$ cat config.mk
export PLATFORM = sky130hd
export DESIGN_NAME = apb_master
export DESIGN_NICKNAME = d
export VERILOG_FILES = /design/src/rtl/apb_master.sv
export SDC_FILE = /design/constraint.sdc
export NUM_CORES = 1
export LEC_CHECK = 0
export CORE_MARGIN = 1
export CORE_UTILIZATION = 43
export CTS_CLUSTER_SIZE = 40
export DETAILED_ROUTE_END_ITERATION = 8
export HOLD_SLACK_MARGIN = 0.06
export PLACE_DENSITY = 0.85
export SETUP_SLACK_MARGIN = 0.5
export SKIP_LAST_GASP = 1
export SYNTH_ARGS = -nofsm -noshare
export SYNTH_HDL_FRONTEND = slang
export SYNTH_SLANG_ARGS = --single-unit
$ cat constraint.sdc
create_clock -name pclk -period 3 [get_ports pclk]
set_clock_uncertainty 0.1 [all_clocks]
set_input_delay 0.6 -clock pclk [delete_from_list [all_inputs] [get_ports pclk]]
set_output_delay 0.6 -clock pclk [all_outputs]
set_load 0.02 [all_outputs]
$ cat src/rtl/apb_master.sv
// -----------------------------------------------------------------------------
// apb_master
//
// APB3 requester bridge. One command is accepted on the cmd_* valid/ready port.
// It runs as a SETUP/ACCESS transfer on the APB bus, and the result is returned
// on the rsp_* port. Only one transfer is outstanding at a time. A watchdog
// aborts an ACCESS phase that waits too long for pready.
//
// Handshake semantics (both ports): a transfer happens on a rising pclk edge
// where valid & ready are both 1. A valid source holds valid and its payload
// stable until that edge. Ready may depend combinationally on state but never
// on the partner's valid.
//
// Ports
//   pclk, presetn            clock; synchronous active-low reset
//   cmd_valid/cmd_ready      command handshake
//   cmd_write/addr/wdata     command payload (wdata ignored for reads)
//   rsp_valid/rsp_ready      response handshake; rsp_valid held until taken
//   rsp_rdata                read data (0 for writes and timeouts)
//   rsp_slverr               pslverr at completion, or 1 on timeout
//   rsp_timeout              transfer aborted by the watchdog
//   psel/penable/pwrite      APB control
//   paddr/pwdata             APB address / write data
//   prdata/pready/pslverr    APB slave response
//   state_dbg                current FSM state (0 IDLE, 1 SETUP, 2 ACCESS)
// -----------------------------------------------------------------------------
module apb_master #(
  parameter int WIDTH      = 32,
  parameter int ADDR_WIDTH = 8,
  parameter int TIMEOUT    = 16
) (
  input  logic                  pclk,
  input  logic                  presetn,
  input  logic                  cmd_valid,
  output logic                  cmd_ready,
  input  logic                  cmd_write,
  input  logic [ADDR_WIDTH-1:0] cmd_addr,
  input  logic [WIDTH-1:0]      cmd_wdata,
  output logic                  rsp_valid,
  input  logic                  rsp_ready,
  output logic [WIDTH-1:0]      rsp_rdata,
  output logic                  rsp_slverr,
  output logic                  rsp_timeout,
  output logic                  psel,
  output logic                  penable,
  output logic                  pwrite,
  output logic [ADDR_WIDTH-1:0] paddr,
  output logic [WIDTH-1:0]      pwdata,
  input  logic [WIDTH-1:0]      prdata,
  input  logic                  pready,
  input  logic                  pslverr,
  output logic [1:0]            state_dbg
);

  typedef enum logic [1:0] {
    ST_IDLE   = 2'd0,
    ST_SETUP  = 2'd1,
    ST_ACCESS = 2'd2
  } state_t;

  // A zero-width counter is illegal, so a disabled watchdog keeps one bit.
  localparam int CNT_W = (TIMEOUT > 0) ? $clog2(TIMEOUT + 1) : 1;

  state_t           state_q, state_d;
  logic [CNT_W-1:0] wd_cnt_q;
  logic             accept;
  logic             complete;
  logic             abort;
  logic             wd_expired;

  // rsp_ready deliberately does not feed cmd_ready: a new command is only
  // taken once the previous response has actually left.
  assign cmd_ready = (state_q == ST_IDLE) && !rsp_valid;
  assign accept    = cmd_valid && cmd_ready;
  assign state_dbg = state_q;

  // The counter reads 0 in the first ACCESS cycle, so reaching TIMEOUT-1
  // means TIMEOUT ACCESS cycles have elapsed including the current one.
  assign wd_expired = (TIMEOUT > 0) && (wd_cnt_q == CNT_W'(TIMEOUT - 1));

  always_comb begin
    state_d  = state_q;
    psel     = 1'b0;
    penable  = 1'b0;
    complete = 1'b0;
    abort    = 1'b0;
    case (state_q)
      ST_IDLE: begin
        if (accept) state_d = ST_SETUP;
      end
      ST_SETUP: begin
        psel    = 1'b1;
        state_d = ST_ACCESS;
      end
      ST_ACCESS: begin
        psel    = 1'b1;
        penable = 1'b1;
        // pready wins over an expiring watchdog in the same cycle.
        if (pready) begin
          complete = 1'b1;
          state_d  = ST_IDLE;
        end else if (wd_expired) begin
          abort   = 1'b1;
          state_d = ST_IDLE;
        end
      end
      default: state_d = ST_IDLE;
    endcase
  end

  always_ff @(posedge pclk) begin
    if (!presetn) begin
      state_q     <= ST_IDLE;
      wd_cnt_q    <= '0;
      pwrite      <= 1'b0;
      paddr       <= '0;
      pwdata      <= '0;
      rsp_valid   <= 1'b0;
      rsp_rdata   <= '0;
      rsp_slverr  <= 1'b0;
      rsp_timeout <= 1'b0;
    end else begin
      state_q <= state_d;

      if (state_q == ST_SETUP) begin
        wd_cnt_q <= '0;
      end else if (state_q == ST_ACCESS) begin
        wd_cnt_q <= wd_cnt_q + CNT_W'(1);
      end

      // Bus payload is captured once at accept and then left alone, which
      // keeps it stable through ACCESS and parked in IDLE.
      if (accept) begin
        pwrite <= cmd_write;
        paddr  <= cmd_addr;
        pwdata <= cmd_wdata;
      end

      if (complete) begin
        rsp_valid   <= 1'b1;
        rsp_rdata   <= pwrite ? '0 : prdata;
        rsp_slverr  <= pslverr;
        rsp_timeout <= 1'b0;
      end else if (abort) begin
        rsp_valid   <= 1'b1;
        rsp_rdata   <= '0;
        rsp_slverr  <= 1'b1;
        rsp_timeout <= 1'b1;
      end else if (rsp_valid && rsp_ready) begin
        rsp_valid <= 1'b0;
      end
    end
  end

endmodule
# ---- Word level (Yosys, flattened, before mapping)
# Index checks and enable logic that the tools add are counted.
dict set report classes {
  addsub 1
  multipliers 0
  div_mod_pow 0
  n_lt_le_gt_ge 0
  n_eq_ne 5
  shifts 0
  n_mux 19
  bitwise 1
  reduce_logical 11
}
# cell n
set op_table {}
lappend op_table {{$mux W32} 3}
lappend op_table {{$mux W1} 12}
lappend op_table {{$mux W2} 3}
lappend op_table {{$pmux W2 S3} 1}
lappend op_table {{$reduce_or A2 Y1} 3}
lappend op_table {{$add A5 B1 Y5 const B} 1}
lappend op_table {{$eq A5 B4 Y1 const B} 1}
lappend op_table {{$logic_and A1 B1 Y1} 3}
lappend op_table {{$ne A3 B3 Y1 const B} 1}
lappend op_table {{$reduce_bool A3 Y1} 1}
lappend op_table {{$eq A2 B1 Y1 const B} 1}
lappend op_table {{$eq A2 B2 Y1 const B} 1}
lappend op_table {{$logic_not A2 Y1} 1}
lappend op_table {{$ne A2 B2 Y1 const B} 1}
lappend op_table {{$reduce_and A2 Y1} 1}
lappend op_table {{$reduce_bool A2 Y1} 1}
lappend op_table {{$logic_not A1 Y1} 1}
lappend op_table {{$not A1 Y1} 1}
dict set report totals {
  register_bits 83
  latch_bits 0
  ram_bits 0
  romBits 0
  input_bits 79
  output_inout_bits 81
  wordCells 46
  n_memories 0
}

# ---- Logic depth before layout (Yosys ltp)
dict set report logic_depth {
  word_depth 6
  mapped_depth 7
  depth_no_buf 6
}

# ---- Least setup slack after synthesis
# No wires, ideal clock.
dict set report synth_path {
  kind {register to register}
  startpoint {register state_q[0] (netlist: state_dbg[0])}
  endpoint {register rsp_rdata[10]}
  setup_time_ns 0.118
  arrival_time_ns 1.570
  path_slack_ns 1.212
  stages_incl_launch_ff 8
  period_less_slack_ns 1.788
  path_cell_list {dfxtp_1 inv_1 ha_1 and3b_1 buf_4 buf_6 a22oi_1 nor2b_1}
}
dict set report synth_via {
  elab_chain_len 3
  elab_cells_between_ends 5
  cone_classes {eq/ne: 1; mux: 3; reduce/logical: 1}
}
# element line
set synth_rtl {}
lappend synth_rtl {{start: declaration} 64} ;# state_t state_q, state_d;
lappend synth_rtl {{start signal: assignment} 123} ;# state_q <= state_d;
lappend synth_rtl {{$eq A2 B2 Y1 *} 87} ;# case (state_q)
lappend synth_rtl {{$mux W1} 87}
lappend synth_rtl {{$mux W32 or $reduce_bool A2 Y1 (tied branches)} --}
lappend synth_rtl {{end signal: assignment} 141} ;# rsp_rdata <= pwrite ? '0 : prdata;
lappend synth_rtl {{end: declaration} 41} ;# output logic [WIDTH-1:0] rsp_rdata,
# Every way passes the cells marked *; elsewhere a longest branch is shown, timed or not.
# A chain may end at the register's enable or synchronous reset.

# ---- Worst setup path in the final report
dict set report layout_path {
  startpoint {register state_q[0] (netlist: state_dbg[0])}
  endpoint {output cmd_ready}
}
dict set report layout_via {
  elab_chain_len 2
}
# element line
set layout_rtl {}
lappend layout_rtl {{$logic_not A2 Y1} 73} ;# assign cmd_ready = (state_q == ST_IDLE) && !rsp_valid;
lappend layout_rtl {{$logic_and A1 B1 Y1} 73}
lappend layout_rtl {{end: declaration} 35} ;# output logic cmd_ready,
# Every way passes these cells.

==> out/qor.csv <==
stage,metric,value,unit
run_status,outcome,"complete, no violations",
global_route,largest net degree at the start of global routing,54,
timing,hold_ws,344,ps
layout,Final #Nets,576,
worst_setup_path,"slowest stage cell, crit path",dfxtp_1,
clock_network,clk slew on worst S/H paths,90,ps
synth,Yosys reg bits,83,
synth,register area share after synthesis,52.3,%
power,Logic pwr share,35.8,%
run,max-cap violation count,0,
layout,# diodes,0,
layout,area of the multi-input gates,1350,sq um
synth,synth unique cells,25,
power,sequential power share,40.9,%
clock_network,worst-skew pair later-pin latency,340,ps
detailed_routing,Vias,2896,
timing,fmax,442,MHz
timing,RSZ-0062 raised after global routing,no,
worst_setup_path,CP Max Fanout,4,
floorplan,Die X,88.0,um
power,Net Switching,1080,uW
worst_setup_path,CP required,2300,ps
power,power density cells,651,nW/um^2
layout,Register Area,1660,sq um
clock_network,total clock sinks,83,
power,Pleak,0.00181,uW
clock_network,htree depth,3,
detailed_routing,# DRC,0,
clock_network,Max clock buf depth,2,
detailed_routing,iteration-0 DRC count of the detailed router,81,
floorplan,initial core utilization,45.5,%
floorplan,# rows,30,
worst_setup_path,CP endpoint kind,output pin,
floorplan,full die area,7740,sq um
timing,fin crit period,2260,ps
detailed_routing,Routed wire per std cell,14.2,um
layout,final cell count without fillers,591,
timing,final hold vios,0,
clock_network,CTS buffer count,9,
worst_setup_path,CP peak stage delay,390,ps
placement,placed insts,576,
global_route,vias in the first global route,2837,
synth,Synth Net Count,427,
power,clock power share,23.2,%
global_route,GRT Total Usage,22.0,%
worst_setup_path,"CP delay by family, top",buffers and inverters,
timing,Tightest Pin Transition,480,ps
worst_setup_path,startpoint types,register,
detailed_routing,vias per cell,4.90,
synth,synthesized area per cell,9.30,sq um
detailed_routing,drt pass-1 iters,4,
placement,gpl congestion,0.733,
placement,DP HPWL,6.00,mm
floorplan,area of the core,6980,sq um
power,Peak VDD IR,0.407,mV
global_route,first-pass GRT wire length,13.2,mm
synth,Mapped Area,3180,sq um
timing,Setup-failing EPs final,0,
detailed_routing,Detailed Route WL,8.41,mm
synth,cell count after synthesis,342,
detailed_routing,Detail Route Antenna Nets,0,
power,design internal power,2160,uW
timing,Fin Setup TNS,0,ps
layout,Area Overhead vs Synth,56.6,%
worst_setup_path,Worst Setup Path Type,reg -> out,
timing,period utilization,75.4,%
worst_setup_path,"Critical Path, Cell by Cell",inv_1 -> ha_1 -> nor2b_1 -> dlygate4sd2_1,
clock_network,TritonCTS clock tree,done,
synth,YS warnings,0,
min_path,HP Class,reg -> reg,
placement,count of input and output buffers,159,
global_route,gr ovfl total,0,
worst_setup_path,Buffers & Inverters on Critical Path,2,
timing,relative slew slack,68.0,%
clock_network,root buf cell,clkbuf_8,
worst_setup_path,WP data arrival,1560,ps
layout,layout cells sized above 1,4.44,%
global_route,initial antenna violation count,0,
power,switching part of the total,33.3,%
floorplan,io pins,160,
timing,max-slew violations,0,
floorplan,Die Ht,88.0,um
layout,fillers,565,
-- layout make-up --
cell class	count	area share [%]
clock inverter	5	1.11
multi-input combinational	229	27.1
clock buffer	10	2.56
timing repair buffer	164	33.1
inverter	4	0.302
tap	96	2.41
sequential	83	33.4
-- cells in the mapped netlist (all sizes together) --
master | instances | area (sq um)
nor2 | 7 | 26.3
nor2b | 33 | 206
xnor2 | 1 | 8.76
buf | 18 | 124
and3b | 2 | 17.5
nand2b | 3 | 18.8
dfxtp | 83 | 1660
clkbuf | 8 | 30.0
a22oi | 33 | 248
ha | 6 | 75.1
a21boi | 42 | 315
nand2 | 89 | 334
a211oi | 1 | 7.51
and3 | 1 | 6.26
xor2 | 2 | 17.5
nand3b | 1 | 7.51
a21oi | 2 | 10.0
inv | 4 | 15.0
mux2i | 3 | 30.0
o21ai | 2 | 13.8
nand4 | 1 | 6.26
-- per-stage QoR --
| step | setup WS, ps | cell area, sq um | power (uW) | util, % |
|---|---|---|---|---|
| final | 739 | 4980 | 3240 | 71.3 |
| after global routing | 638 | 4980 | 3420 | 71.3 |
| after CTS | 546 | 4980 | 3280 | 71.3 |
| after detailed placement | 689 | 4790 | 2530 | 68.7 |
| after global placement | 775 | 4790 | 2490 | 68.7 |
| after floorplan | 1210 | 3180 | 2020 | - |
-- what timing repair did --
action	4_1_cts	5_1_grt
buffers inserted	0	0
hold buffers	0	0
resized for setup	3	1
setup endpoints to repair	2	1
-- power by group through the flow --
stage	clock network (uW)	logic, uW	registers (uW)
after CTS	780	1180	1330
final	753	1160	1330
after global placement	0	1150	1340
after floorplan	0	499	1520
after global routing	823	1250	1350
after detailed placement	0	1180	1350
-- cell families after synthesis --
kind of cell,count (synthesis),synth area share (%)
AOI/OAI and AO/OA,80,18.7
xor gates and xnor gates,3,0.827
adders and majority gates,6,2.36
buffers and inverters,30,5.31
DFF,83,52.3
muxes,3,0.945
and+or+nand+nor,137,19.6
-- metal layers --
metal | vias to the layer above | wire, um | GRT usage (%)
met2 | 105 | 4250 | 40.7
met4 | 0 | 133 | 7.45
met5 | - | 0 | 0
li1 | 1429 | - | -
met3 | 11 | 714 | 7.82
met1 | 1351 | 3310 | 22.9
-- worst reg2reg max path: stages (launching register included) --
cell and delay (ps):
dfxtp_1 340, ha_1 210, and3_1 180, ha_1 220, o21ai_2 110, buf_4 350
a22oi_1 160, nor2b_1 140
-- registers in the layout (all words and copies together), names as in the netlist --
| signal | flops |
|---|---|
| rsp_rdata | 32 |
| paddr | 8 |
| pwdata | 32 |
| rsp_valid | 1 |
| wd_cnt_q | 5 |
| pwrite | 1 |
| rsp_slverr | 1 |
| rsp_timeout | 1 |
| state_dbg | 2 |
-- final timing paths --
path                      from             to  slack (ps)  cells past startpoint
setup / recovery  state_dbg[0]      cmd_ready         740                      4
hold / removal      rsp_slverr     rsp_slverr         340                      2
setup reg to reg   wd_cnt_q[0]  rsp_rdata[18]        1110                      7
hold reg to reg     rsp_slverr     rsp_slverr         340                      2
-- cell usage in the layout, fill, tap and decap left out, drive strengths merged, types with 4 or more instances in the layout --
master	Yosys	final
ha	6	6
a22oi	33	33
a21boi	42	42
buf	18	6
nor2b	33	33
inv	4	4
nand2	89	89
dfxtp	83	83
clkdlybuf4s50	0	155
clkbuf	8	10
nor2	7	7
No activity file was read; power rests on OpenSTA's default activity.
